--- src/rtl/circuito_exibe_sequencia_pkg.sv ---
// Shared definitions for the sequence display block and its sibling circuito_exp4:
// control state encodings and default presentation timing.
package circuito_exibe_sequencia_pkg;

    typedef enum logic [2:0] {
        INICIAL = 3'd0,
        PREPARA = 3'd1,
        ACESO   = 3'd2,
        APAGADO = 3'd3,
        FIM     = 3'd4
    } estado_t;

    localparam int TEMPO_ACESO_PADRAO   = 500;
    localparam int TEMPO_APAGADO_PADRAO = 250;

    function automatic int max_int(input int a, input int b);
        return (a > b) ? a : b;
    endfunction

endpackage

--- src/rtl/circuito_exibe_sequencia_fd.sv ---
// Datapath: interval timer, ROM address counter, captured limit and the registered leds.
module circuito_exibe_sequencia_fd
    import circuito_exibe_sequencia_pkg::*;
#(
    parameter int TEMPO_ACESO   = TEMPO_ACESO_PADRAO,
    parameter int TEMPO_APAGADO = TEMPO_APAGADO_PADRAO
) (
    input  logic       clock,
    input  logic       reset,
    input  logic       zera_timer,
    input  logic       conta_timer,
    input  logic       zera_end,
    input  logic       conta_end,
    input  logic       zera_leds,
    input  logic       carrega_leds,
    input  logic       registra_limite,
    input  logic [3:0] limite,
    input  logic [3:0] dado_rom,
    output logic       fim_aceso,
    output logic       fim_apagado,
    output logic       ultimo,
    output logic [3:0] endereco,
    output logic [3:0] leds
);
    localparam int TM = max_int(TEMPO_ACESO, TEMPO_APAGADO);
    localparam int TW = (TM < 2) ? 1 : $clog2(TM + 1);

    logic [TW-1:0] timer_q;
    logic          timer_fim;
    logic [3:0]    end_q;
    logic          end_fim;
    logic          avanca;
    logic [3:0]    limite_reg;
    logic [3:0]    leds_reg;

    contador_m #(.M(TM), .N(TW)) u_timer (
        .clock (clock),
        .reset (reset),
        .zera  (zera_timer),
        .conta (conta_timer),
        .q     (timer_q),
        .fim   (timer_fim)
    );

    // The counter's own terminal flag covers whichever interval is the longer one.
    assign fim_aceso   = (TEMPO_ACESO == TM)   ? timer_fim : (timer_q == TW'(TEMPO_ACESO - 1));
    assign fim_apagado = (TEMPO_APAGADO == TM) ? timer_fim : (timer_q == TW'(TEMPO_APAGADO - 1));

    assign avanca = conta_end & ~end_fim;

    contador_m #(.M(16), .N(4)) u_endereco (
        .clock (clock),
        .reset (reset),
        .zera  (zera_end),
        .conta (avanca),
        .q     (end_q),
        .fim   (end_fim)
    );

    // While stepping, the ROM is already addressed at the next item so leds load
    // the new item on the same edge the counter advances.
    assign endereco = avanca ? end_q + 4'd1 : end_q;
    assign ultimo   = (end_q == limite_reg);

    always_ff @(posedge clock) begin
        if (reset) begin
            limite_reg <= '0;
            leds_reg   <= '0;
        end else begin
            if (registra_limite) begin
                limite_reg <= limite;
            end
            if (zera_leds) begin
                leds_reg <= '0;
            end else if (carrega_leds) begin
                leds_reg <= dado_rom;
            end
        end
    end

    assign leds = leds_reg;

endmodule

--- src/rtl/circuito_exibe_sequencia_uc.sv ---
// Control FSM sequencing one presentation round over the datapath.
module circuito_exibe_sequencia_uc
    import circuito_exibe_sequencia_pkg::*;
(
    input  logic clock,
    input  logic reset,
    input  logic iniciar,
    input  logic fim_aceso,
    input  logic fim_apagado,
    input  logic ultimo,
    output logic zera_timer,
    output logic conta_timer,
    output logic zera_end,
    output logic conta_end,
    output logic zera_leds,
    output logic carrega_leds,
    output logic registra_limite,
    output logic exibindo,
    output logic pronto
);
    estado_t estado_reg, estado_next;

    always_ff @(posedge clock) begin
        if (reset) begin
            estado_reg <= INICIAL;
        end else begin
            estado_reg <= estado_next;
        end
    end

    always_comb begin
        estado_next     = estado_reg;
        zera_timer      = 1'b0;
        conta_timer     = 1'b0;
        zera_end        = 1'b0;
        conta_end       = 1'b0;
        zera_leds       = 1'b0;
        carrega_leds    = 1'b0;
        registra_limite = 1'b0;
        exibindo        = 1'b0;
        pronto          = 1'b0;
        case (estado_reg)
            INICIAL: begin
                zera_timer = 1'b1;
                zera_end   = 1'b1;
                zera_leds  = 1'b1;
                if (iniciar) begin
                    registra_limite = 1'b1;
                    estado_next     = PREPARA;
                end
            end
            PREPARA: begin
                exibindo     = 1'b1;
                zera_timer   = 1'b1;
                zera_end     = 1'b1;
                carrega_leds = 1'b1;
                estado_next  = ACESO;
            end
            ACESO: begin
                exibindo    = 1'b1;
                conta_timer = 1'b1;
                if (fim_aceso) begin
                    zera_timer  = 1'b1;
                    zera_leds   = 1'b1;
                    estado_next = APAGADO;
                end
            end
            APAGADO: begin
                exibindo    = 1'b1;
                conta_timer = 1'b1;
                if (fim_apagado) begin
                    zera_timer = 1'b1;
                    if (ultimo) begin
                        estado_next = FIM;
                    end else begin
                        conta_end    = 1'b1;
                        carrega_leds = 1'b1;
                        estado_next  = ACESO;
                    end
                end
            end
            FIM: begin
                pronto      = 1'b1;
                zera_end    = 1'b1;
                zera_leds   = 1'b1;
                estado_next = INICIAL;
            end
            default: estado_next = INICIAL;
        endcase
    end

endmodule

--- src/rtl/contador_m.sv ---
// Generic modulo-M counter with synchronous clear, count enable and terminal-count flag.
module contador_m #(
    parameter int M = 16,
    parameter int N = 4
) (
    input  logic         clock,
    input  logic         reset,
    input  logic         zera,
    input  logic         conta,
    output logic [N-1:0] q,
    output logic         fim
);
    localparam logic [N-1:0] ULTIMO = N'(M - 1);

    always_ff @(posedge clock) begin
        if (reset || zera) begin
            q <= '0;
        end else if (conta) begin
            q <= (q == ULTIMO) ? '0 : q + N'(1);
        end
    end

    assign fim = (q == ULTIMO);

endmodule

--- src/rtl/circuito_exibe_sequencia.sv ---
// Presents ROM items 0..limite on the leds, each lit then blanked for fixed intervals.
module circuito_exibe_sequencia
    import circuito_exibe_sequencia_pkg::*;
#(
    parameter int TEMPO_ACESO   = TEMPO_ACESO_PADRAO,
    parameter int TEMPO_APAGADO = TEMPO_APAGADO_PADRAO
) (
    input  logic       clock,
    input  logic       reset,
    input  logic       iniciar,
    input  logic [3:0] limite,
    input  logic [3:0] dado_rom,
    output logic [3:0] endereco,
    output logic [3:0] leds,
    output logic       exibindo,
    output logic       pronto
);
    logic zera_timer, conta_timer, zera_end, conta_end;
    logic zera_leds, carrega_leds, registra_limite;
    logic fim_aceso, fim_apagado, ultimo;

    circuito_exibe_sequencia_fd #(
        .TEMPO_ACESO   (TEMPO_ACESO),
        .TEMPO_APAGADO (TEMPO_APAGADO)
    ) u_fd (
        .clock           (clock),
        .reset           (reset),
        .zera_timer      (zera_timer),
        .conta_timer     (conta_timer),
        .zera_end        (zera_end),
        .conta_end       (conta_end),
        .zera_leds       (zera_leds),
        .carrega_leds    (carrega_leds),
        .registra_limite (registra_limite),
        .limite          (limite),
        .dado_rom        (dado_rom),
        .fim_aceso       (fim_aceso),
        .fim_apagado     (fim_apagado),
        .ultimo          (ultimo),
        .endereco        (endereco),
        .leds            (leds)
    );

    circuito_exibe_sequencia_uc u_uc (
        .clock           (clock),
        .reset           (reset),
        .iniciar         (iniciar),
        .fim_aceso       (fim_aceso),
        .fim_apagado     (fim_apagado),
        .ultimo          (ultimo),
        .zera_timer      (zera_timer),
        .conta_timer     (conta_timer),
        .zera_end        (zera_end),
        .conta_end       (conta_end),
        .zera_leds       (zera_leds),
        .carrega_leds    (carrega_leds),
        .registra_limite (registra_limite),
        .exibindo        (exibindo),
        .pronto          (pronto)
    );

endmodule
--- config.mk ---
export PLATFORM = sky130hd
export DESIGN_NAME = circuito_exibe_sequencia
export DESIGN_NICKNAME = d
export VERILOG_FILES = /design/src/rtl/circuito_exibe_sequencia_pkg.sv /design/src/rtl/circuito_exibe_sequencia_fd.sv /design/src/rtl/circuito_exibe_sequencia_uc.sv /design/src/rtl/contador_m.sv /design/src/rtl/circuito_exibe_sequencia.sv
export SDC_FILE = /design/constraint.sdc
export NUM_CORES = 1
export LEC_CHECK = 0
export CORE_UTILIZATION = 47
export CTS_CLUSTER_DIAMETER = 120
export DETAILED_ROUTE_END_ITERATION = 8
export PLACE_DENSITY = 0.85
export SYNTH_ARGS = -nofsm -noshare
export SYNTH_HDL_FRONTEND = slang
export SYNTH_HIERARCHICAL = 1
export SYNTH_SLANG_ARGS = --single-unit
--- constraint.sdc ---
create_clock -name clock -period 2.2 [get_ports clock]
set_input_delay 0.33 -clock clock [delete_from_list [all_inputs] [get_ports clock]]
set_output_delay 0.33 -clock clock [all_outputs]
set_load 0.005 [all_outputs]
==> flow_summary.ini, run 1 <==
[timing]
tightest_slew_ns = 0.4032
layout_worst_path_cycle_share_pct = 117.7
fmax_mhz = 386.3
final-hold-violation-count = 0
rsz0062_at_grt = yes
fin_ws_ns = -0.3885
relSlewSlack_pct = 73.07
slew_viol_final = 0
finalCriticalPeriod_ns = 2.588
skew_ns = 0.006068
setup_viol = 8

[cells_and_area]
fin_nets = 212
layout_commonest_cell = buf_4
largest_register = u_fd/u_timer/q
final_layout_size_suffix_gt1_share_pct = 32.99
stdcell_count = 228
largest_reg_flops = 9
syn_to_final_growth_pct = 40.87
diodes = 0
final_cell_mix = 29 x buf_4, 22 x dfxtp_1, 16 x clkdlybuf4s50_1
fin_area_um2 = 1902

[floorplanning]
core_region_area_um2 = 2734
die_w_um = 55.60
die_h_um = 55.60
dieArea_um2 = 3091
rows = 19
start_util_pct = 49.38
io_pins = 21

[pwr]
power_uw = 837.5
p_per_area_nw_per_um2 = 440.4
power.leakage_nw = 0.7891
ir_drop_v = 0.0004142

[routing]
ant_nets = 0
via_count = 1295
post_drt_wl_per_cell_um = 16.39
firstDrtPassIters = 4
first_iter_violations = 82
drt_wl_total_um = 3738
vias_per_cell = 5.680
drcViolationCount = 0

[job]
drv_cap = 0

[synth]
postSynthCellCount = 150
synthFlopType = dfxtp_1
avgSynthCellArea_um2 = 9.000
synth_seq_cells = 24
synth-edff-count = 0
synthArstFlopShare_pct = 0
synth_warnings = 6
synth_nets = 164
synth.distinct_cells = 49
ys_seq_area_share_pct = 35.59
synth_area_um2 = 1350

[worst_setup_path]
critical_path.max_stage_delay_ns = 0.34
reg2reg_from = u_fd/u_timer/q[8]$_SDFFE_PP0P_
worstSetupEndpointType = output pin
crit_top_cell = nand3_2
endpoint = endereco[2]
critical_path_class = flop to output pin
cp_num_buf_inv = 2
required_ns = 1.87
path_cells = and4b_1 -> nand3_2 -> nor4b_4 -> nand3_2 -> nor3_2 -> nor2b_4 -> buf_6 -> nand2_4 -> xnor2_2 -> buf_2
worstReg2RegEnd = u_fd/u_endereco/q[1]$_SDFFE_PP0P_
cp_slowest_cell = dfxtp_2
arrival_ns = 2.26
worst_path_dominant_cell_family = simple AND/OR/NAND/NOR gates
setup.worst_path.start_class = flop
reg2reg_slack_ns = -0.14
crit_cells = 10
path_max_fanout = 4
cp-startpoint = u_fd/u_timer/q[8]$_SDFFE_PP0P_
r2r.worst_path.cells = 12

[clocking]
htree_levels = 1
cts_buffers = 3
clkTransAtPathRegs_ns = 0.14
cts_tree = built
clock_path_buffers = 2
worstSkewPairLatency_ns = 0.31
root_buffer = clkbuf_4
clkSinkCount = 24

[placed_design]
hpwlAfterDp_um = 2557
dp_slack_ns = -0.5456
port_buffers = 20
placed_area_um2 = 1718
dp.cells = 216
routabilityCongestion = 0.9749

[outcome]
status = finished, violations left
failed_checks = negative setup slack

[global_routing]
antenna_found_initial = 0
grt_max_degree = 14
grt-ovfl-total = 0
grt_pass1_wl_um = 6065
grt_usage_pct = 24.53
grt_pass1_vias = 1304

[worst_hold_path]
hold_path.class = flop to flop
## kinds of logic after synthesis
group	Yosys count	synth area share [%]
AO/OA/AOI/OAI	22	11.86
XOR/XNOR	12	7.785
adder cells (fa/ha/maj)	3	2.781
buffers and inverters	15	5.746
flip-flops	24	35.59
multiplexers	11	8.526
AND/OR/NAND/NOR	63	27.71
## how the worst min path moves through the flow
stage,from,to,cells past startpoint
after floorplan,reset,u_fd/u_endereco/q[2]$_SDFFE_PP0P_,1
after global placement,u_fd/limite_reg[1]$_SDFFE_PP0P_,u_fd/limite_reg[1]$_SDFFE_PP0P_,2
after detailed placement,u_fd/limite_reg[2]$_SDFFE_PP0P_,u_fd/limite_reg[2]$_SDFFE_PP0P_,2
after CTS,u_fd/limite_reg[0]$_SDFFE_PP0P_,u_fd/limite_reg[0]$_SDFFE_PP0P_,2
after global routing,u_fd/limite_reg[0]$_SDFFE_PP0P_,u_fd/limite_reg[0]$_SDFFE_PP0P_,2
final,u_fd/limite_reg[0]$_SDFFE_PP0P_,u_fd/limite_reg[0]$_SDFFE_PP0P_,2
## per-stage QoR
stage,setup TNS (ns),utilization [%],hold slack [ns]
2_1_floorplan,0,-,0.4009
3_3_place_gp,-1.423,62.84,0.5015
3_5_place_dp,-1.945,62.84,0.5119
4_1_cts,-1.986,66.73,0.5424
5_1_grt,-2.314,69.57,0.5560
6_report,-1.653,69.57,0.5419
## Yosys cell counts (3+ instances only)
cell type  number  share of area [%]
xor2_1          8                5.2
nor2_1         14                3.9
nand4_1         4                1.9
buf_2           3                1.1
nor4_1          3                1.4
dfxtp_1        24                 36
nor3_1          8                3.0
mux2i_1        10                7.4
a21oi_1         6                2.2
xnor2_1         4                2.6
o21ai_0         4                1.5
nand3_1         6                2.2
nand2_1         8                2.2
ha_1            3                2.8
inv_1           5                1.4
a31oi_1         3                1.4
## tightest hold or removal path: cells and delay by family, from the launching register on
family,cells,cell delay [ns]
muxes,1,0.07
and+or+nand+nor,1,0.07
DFF,1,0.37
## report_power, final
group / internal (mW) / switching, mW
clock network: 0.101 / 0.133
logic: 0.0762 / 0.0726
registers: 0.447 / 0.00783
## per-layer routing
layer	up-vias	GRT usage [%]	wire (um)	part of all wire, %
li1	634	-	-	-
met2	47	45.96	2006	54
met3	8	3.488	152	4.1
met4	0	6.429	59	1.6
met5	-	0	0	0
met1	606	29.01	1519	41
## layout make-up
class                           count  area (um2)
Clock buffer                        4       36.28
Fill cell                         168       832.0
Inverter                            5       18.77
Multi-Input combinational cell    111       875.8
Sequential cell                    24       483.0
Tap cell                           31       38.79
Timing Repair Buffer               53       449.2
## repair_timing
action	CTS	global route
resized for setup	26	13
pin swaps	6	9
hold buffers	0	0
setup endpoints to repair	4	9
buffers inserted	6	2
Power figures use the tool's default switching activity.
==> run 2, diff against run 1 <==
--- a/config.mk
+++ b/config.mk
@@ -5,10 +5,11 @@
 export SDC_FILE = /design/constraint.sdc
 export NUM_CORES = 1
 export LEC_CHECK = 0
-export CORE_UTILIZATION = 47
+export ABC_AREA = 1
+export CORE_UTILIZATION = 48
 export CTS_CLUSTER_DIAMETER = 120
 export DETAILED_ROUTE_END_ITERATION = 8
-export PLACE_DENSITY = 0.85
+export PLACE_DENSITY = 0.86
 export SYNTH_ARGS = -nofsm -noshare
 export SYNTH_HDL_FRONTEND = slang
 export SYNTH_HIERARCHICAL = 1
==> run 2 against run 1 <==
Compared with the run above: the flow still finishes with violations (negative setup slack); critical endpoint is now endereco[1]; global-route usage fell by 0.85 points; final area rose by 5.4%; highest routed layer unchanged; combinational power rose to 4.4 times the previous value; non-clock buffer count fell by 5; utilization rose by 3.1 points; critical path type unchanged; die area rose by 2.1%; cell count rose by 30%; critical path depth rose by 2; synthesized area rose by 4.4%.
==> flow_summary.ini, run 2 <==
[clocking]
clock_path_buffers = 2
clkSinkCount = 24
clkTransAtPathRegs_ns = 0.14
worstSkewPairLatency_ns = 0.31
root_buffer = clkbuf_4
cts_tree = built
cts_buffers = 3
cts_hold_buf = 0
htree_levels = 1

[placed_design]
dp_slack_ns = -0.02000
port_buffers = 20
dp.cells = 278
routabilityCongestion = 0.8249
hpwlAfterDp_um = 2392

[worst_setup_path]
cp_slowest_cell = dfxtp_2
cp_num_buf_inv = 4
worst_path_dominant_cell_family = simple AND/OR/NAND/NOR gates
required_ns = 1.87
arrival_ns = 1.89
path_cells = xnor2_2 -> nand2_1 -> nor2_2 -> inv_2 -> nand2_2 -> nor3_2 -> nand2_2 -> inv_2 -> buf_4 -> nand2_2 -> o21ai_2 -> buf_2
path_max_fanout = 3
setup.worst_path.start_class = flop
worstSetupEndpointType = output pin
crit_top_cell = nand2_2
critical_path.max_stage_delay_ns = 0.37
critical_path_class = flop to output pin

[floorplanning]
dieArea_um2 = 3156
start_util_pct = 51.09
rows = 19
die_w_um = 56.18
die_h_um = 56.18
io_pins = 21
core_region_area_um2 = 2758

[global_routing]
grt-ovfl-total = 0
grt_pass1_vias = 1416
grt_pass1_wl_um = 5823
grt_usage_pct = 23.68
grt_max_degree = 15
antenna_found_initial = 0

[routing]
drt_wl_total_um = 3791
post_drt_wl_per_cell_um = 12.76
via_count = 1524
drcViolationCount = 0
vias_per_cell = 5.131
first_iter_violations = 76
ant_nets = 0
firstDrtPassIters = 4

[synth]
avgSynthCellArea_um2 = 6.522
synth_seq_cells = 24
synthFlopType = dfxtp_1
synthArstFlopShare_pct = 0
synth_top_cells_by_count = 45 x nand2_1, 42 x nor2_1, 30 x inv_1, 24 x dfxtp_1, 11 x nand3_1
ys_seq_area_share_pct = 34.10
synth_area_leaders = dfxtp_1 34%, nand2_1 12%, nor2_1 11%
synth_nets = 230
synth-edff-count = 0
synth_top_area_share_pct = 34.10
yosys.area.top_type = dfxtp_1
postSynthCellCount = 216
post-synth-top-count-cell = nand2_1
synth.distinct_cells = 25
synth_warnings = 6
synth_area_um2 = 1409

[pwr]
p_per_area_nw_per_um2 = 762.5
ir_drop_v = 0.0008048
power.leakage_nw = 0.8189

[cells_and_area]
largest_register = u_fd/u_timer/q
diodes = 0
final_layout_size_suffix_gt1_share_pct = 33.46
layout_commonest_cell = nand2_1
syn_to_final_growth_pct = 42.27
final_cell_mix = 40 x nand2_1, 37 x nor2_1, 28 x inv_1
stdcell_count = 297
largest_reg_flops = 9
fin_nets = 281

[timing]
fin_ws_ns = -0.01644
skew_ns = 0.003330
slew_viol_final = 0
layout_worst_path_cycle_share_pct = 100.7
finalCriticalPeriod_ns = 2.216
rsz0062_at_grt = yes
tightest_slew_ns = 0.4840
whs_ns = 0.4844
setup_viol = 2
relSlewSlack_pct = 67.49
fmax_mhz = 451.2
final-hold-violation-count = 0

[job]
drv_cap = 0

[outcome]
status = finished, violations left
failed_checks = negative setup slack

[worst_hold_path]
hold_path.class = flop to flop
==> run 2: cell count changes in the layout (fill, tap and decap cells not counted), sizes merged, moves of 8 or more <==
cell,change
nand2,+41
nor2,+35
inv,+28
mux2i,-10
nand3,+9
o21ai,+8
==> run 2: worst min-delay path, cell delays in order, from the launching register on <==
cell,delay [ns]
dfxtp_1,0.34
inv_1,0.06
a21oi_1,0.06
==> run 2: report_power, final <==
part	internal (mW)	total, mW	switching (mW)
sequential	0.502	0.556	0.0538
combinational	0.285	0.651	0.366
clock	0.184	0.321	0.137
==> run 2: timing repair <==
action | 4_1_cts | 5_1_grt
gates cloned | 0 | 0
pin swaps | 11 | 15
gates resized for setup | 33 | 30
endpoints found under the setup margin | 4 | 8
buffers inserted | 13 | 3
==> run 2: path summary, 6_finish.rpt <==
path,start,endpoint,slack (ns),cells past startpoint
worst max-delay path,u_fd/u_endereco/q[3]$_SDFFE_PP0P_,endereco[1],-0.02,12
worst min-delay path,u_fd/limite_reg[1]$_SDFFE_PP0P_,u_fd/limite_reg[1]$_SDFFE_PP0P_,0.48,2
worst max register to register,u_fd/u_timer/q[3]$_SDFFE_PP0P_,u_fd/leds[1]$_SDFFE_PP0P_,0.12,15
worst min register to register,u_fd/limite_reg[1]$_SDFFE_PP0P_,u_fd/limite_reg[1]$_SDFFE_PP0P_,0.48,2
==> run 2: kinds of logic (layout without fill, tap and decap cells) <==
family                     after synthesis  in the layout  synth area share (%)
buffers and inverters                   35             85                 10.39
AOI/OAI and AO/OA                       24             24                 8.970
adders and majority gates                3              3                 2.665
xor gates and xnor gates                 6              6                 3.730
DFF                                     24             24                 34.10
and+or+nand+nor                        124            124                 40.14
==> run 2: through the flow <==
| stage | area [um2] | power, mW | TNS [ns] | util (%) |
|---|---|---|---|---|
| after floorplan | 1409 | 0.9183 | 0 | - |
| after global placement | 1723 | 1.059 | 0 | 62.48 |
| after detailed placement | 1723 | 1.072 | -0.05414 | 62.48 |
| after CTS | 1893 | 1.423 | -0.2566 | 68.65 |
| after global routing | 2004 | 1.629 | -0.4335 | 72.69 |
| final | 2004 | 1.528 | -0.02648 | 72.69 |
==> run 2: layer usage <==
metal,share of wire [%],track usage (%)
met1,41,25.04
met2,54,45.41
met3,3.4,2.791
met4,1.8,11.85
met5,0,0
==> run 2: layout make-up <==
type	instances	area [um2]
clock buffers	3	22.52
well taps	31	38.79
multi-input cells	157	883.3
flip-flops and latches	24	500.5
clock inverters	1	30.03
inverters	33	123.9
repair buffers	48	405.4
fillers	228	753.2
==> run 3, diff against run 2 <==
--- a/config.mk
+++ b/config.mk
@@ -5,11 +5,10 @@
 export SDC_FILE = /design/constraint.sdc
 export NUM_CORES = 1
 export LEC_CHECK = 0
-export ABC_AREA = 1
-export CORE_UTILIZATION = 48
+export CORE_UTILIZATION = 47
 export CTS_CLUSTER_DIAMETER = 120
 export DETAILED_ROUTE_END_ITERATION = 8
-export PLACE_DENSITY = 0.86
+export PLACE_DENSITY = 0.85
 export SYNTH_ARGS = -nofsm -noshare
 export SYNTH_HDL_FRONTEND = slang
 export SYNTH_HIERARCHICAL = 1
==> constraint.sdc (replaced) <==
create_clock -name clock -period 1.91 [get_ports clock]
set_input_delay 0.2865 -clock clock [delete_from_list [all_inputs] [get_ports clock]]
set_output_delay 0.2865 -clock clock [all_outputs]
set_load 0.005 [all_outputs]
==> run 3 against run 2 <==
Compared with the run above: the run still ends with negative setup slack left; utilization up 1.2 points; die area down 2.1%; final area increased by 0.81%; sequential power decreased by 5.6%; flip-flop and latch count is the same; critical path depth decreased by 2; non-clock buffer count increased by 9; sequential share of layout area shrank 0.76 points; cell count shrank 22%; routed wire length rose by 6.5%; critical endpoint is now endereco[3].
==> flow_summary.ini, run 3 (synthesis results as in run 1) <==
[outcome]
status = finished, violations left
failed_checks = negative setup slack

[worst_hold_path]
hold_path.class = flop to flop

[clocking]
clkTransAtPathRegs_ns = 0.13
clock_path_buffers = 2
root_buffer = clkbuf_4
htree_levels = 1
clkSinkCount = 24
worstSkewPairLatency_ns = 0.32
cts_buffers = 3
cts_tree = built
cts_hold_buf = 0

[cells_and_area]
largest_reg_flops = 9
final_layout_size_suffix_gt1_share_pct = 41.00
fillers = 182
regArea_um2 = 489.2
layout_commonest_cell = buf_4
fin_nets = 216
multi_input_area_um2 = 947.2
largest_register = u_fd/u_timer/q
syn_to_final_growth_pct = 49.68
final_cell_mix = 27 x buf_4, 17 x dfxtp_1, 15 x clkdlybuf4s50_1
diodes = 0

[floorplanning]
dieArea_um2 = 3091
rows = 19
die_h_um = 55.60
io_pins = 21
core_region_area_um2 = 2734
die_w_um = 55.60
start_util_pct = 49.38

[pwr]
p_sw_share_pct = 27.59
power_frac_comb_pct = 20.8
pwr-share-clk_pct = 23.8
power.leakage_nw = 0.8591
power_uw = 948.4
seqPwrFrac_pct = 55.4
p_switching_uw = 261.7
p_per_area_nw_per_um2 = 469.3
ir_drop_v = 0.0006462
intPower_uw = 686.7

[worst_setup_path]
path_max_fanout = 4
arrival_ns = 2.25
required_ns = 1.62
setup.worst_path.start_class = flop
critical_path_class = flop to output pin
worstSetupEndpointType = output pin

[global_routing]
antenna_found_initial = 0
grt_pass1_vias = 1386
grt_pass1_wl_um = 6348
grt-ovfl-total = 0
grt_max_degree = 15
grt_usage_pct = 26.11

[timing]
relSlewSlack_pct = 73.14
whs_ns = 0.5528
setup_tns_ns = -3.441
fin_ws_ns = -0.6221
final-hold-violation-count = 0
tightest_slew_ns = 0.4029
setup_viol = 9
finalCriticalPeriod_ns = 2.532
layout_worst_path_cycle_share_pct = 132.6
fmax_mhz = 394.9
rsz0062_at_grt = yes
slew_viol_final = 0
skew_ns = 0.006986

[routing]
post_drt_wl_per_cell_um = 17.48
first_iter_violations = 36
via_count = 1337
ant_nets = 0
drcViolationCount = 0
firstDrtPassIters = 4
vias_per_cell = 5.788
drt_wl_total_um = 4039

[placed_design]
routabilityCongestion = 0.9128
hpwlAfterDp_um = 2404
port_buffers = 20
dp_slack_ns = -0.7382

[job]
drv_cap = 0
-- run 3: cell count changes in the layout (fill, tap and decap cells not counted), sizes merged, moves of 3 or more --
cell / previous run / this run
nor3: 4 / 9
buf: 32 / 41
nand3: 15 / 6
xor2: 4 / 8
nand2b: 0 / 3
nand2: 49 / 8
nor2: 49 / 14
a21oi: 9 / 6
o21ai: 12 / 4
inv: 33 / 5
mux2i: 0 / 10
-- run 3: power by group through the flow --
stage                     Sequential, mW  Combinational (mW)  Clock, mW
after detailed placement           0.533               0.159          0
after global placement             0.533               0.155          0
after CTS                          0.523               0.167      0.220
after global routing               0.526               0.211      0.244
after floorplan                    0.532              0.0975          0
final                              0.525               0.198      0.225
-- run 3: critical path, cell delays in order (launching register included) --
cell     delay [ns]
dfxtp_2        0.34
and4b_1        0.27
nand3_2        0.09
nor4b_4        0.25
nand3_2        0.14
nor3_2         0.12
nor2b_4        0.24
buf_6          0.13
nand4_4        0.08
xnor2_2        0.14
buf_2          0.13
-- run 3: worst paths after layout --
check,start,end,slack [ns],cells past startpoint
worst max register to register,u_fd/u_timer/q[8]$_SDFFE_PP0P_,u_fd/u_endereco/q[3]$_SDFFE_PP0P_,-0.28,12
worst min-delay path,u_fd/limite_reg[1]$_SDFFE_PP0P_,u_fd/limite_reg[1]$_SDFFE_PP0P_,0.55,2
worst max-delay path,u_fd/u_timer/q[8]$_SDFFE_PP0P_,endereco[3],-0.62,10
worst min register to register,u_fd/limite_reg[1]$_SDFFE_PP0P_,u_fd/limite_reg[1]$_SDFFE_PP0P_,0.55,2
-- run 3: per-layer routing --
| metal | vias up | share of wire [%] | global-route usage (%) |
|---|---|---|---|
| li1 | 639 | - | - |
| met1 | 642 | 38 | 29.96 |
| met2 | 39 | 54 | 49.40 |
| met3 | 17 | 3.1 | 3.488 |
| met4 | 0 | 4.5 | 8.571 |
| met5 | - | 0 | 0 |
-- run 3: per-stage QoR --
| stage | instance area [um2] | util, % | cells |
|---|---|---|---|
| after floorplan | 1373 | - | 150 |
| after global placement | 1748 | 63.94 | 217 |
| after detailed placement | 1748 | 63.94 | 217 |
| after CTS | 1951 | 71.35 | 234 |
| after global routing | 2021 | 73.91 | 231 |
| final | 2021 | 73.91 | 231 |
-- run 3: area by class of cell --
cell class,instances,area share (%)
sequential,24,24.21
multi-input combinational,111,46.87
inverter,5,0.9288
tap,31,1.920
clock buffer,3,1.115
timing repair buffer,57,24.95
-- run 3: what timing repair did --
| item | 4_1_cts | 5_1_grt |
|---|---|---|
| setup buffers | 16 | 9 |
| gates resized for setup | 39 | 24 |
| pin swaps | 11 | 13 |
| endpoints found under the setup margin | 12 | 25 |
| gates cloned | 0 | 0 |
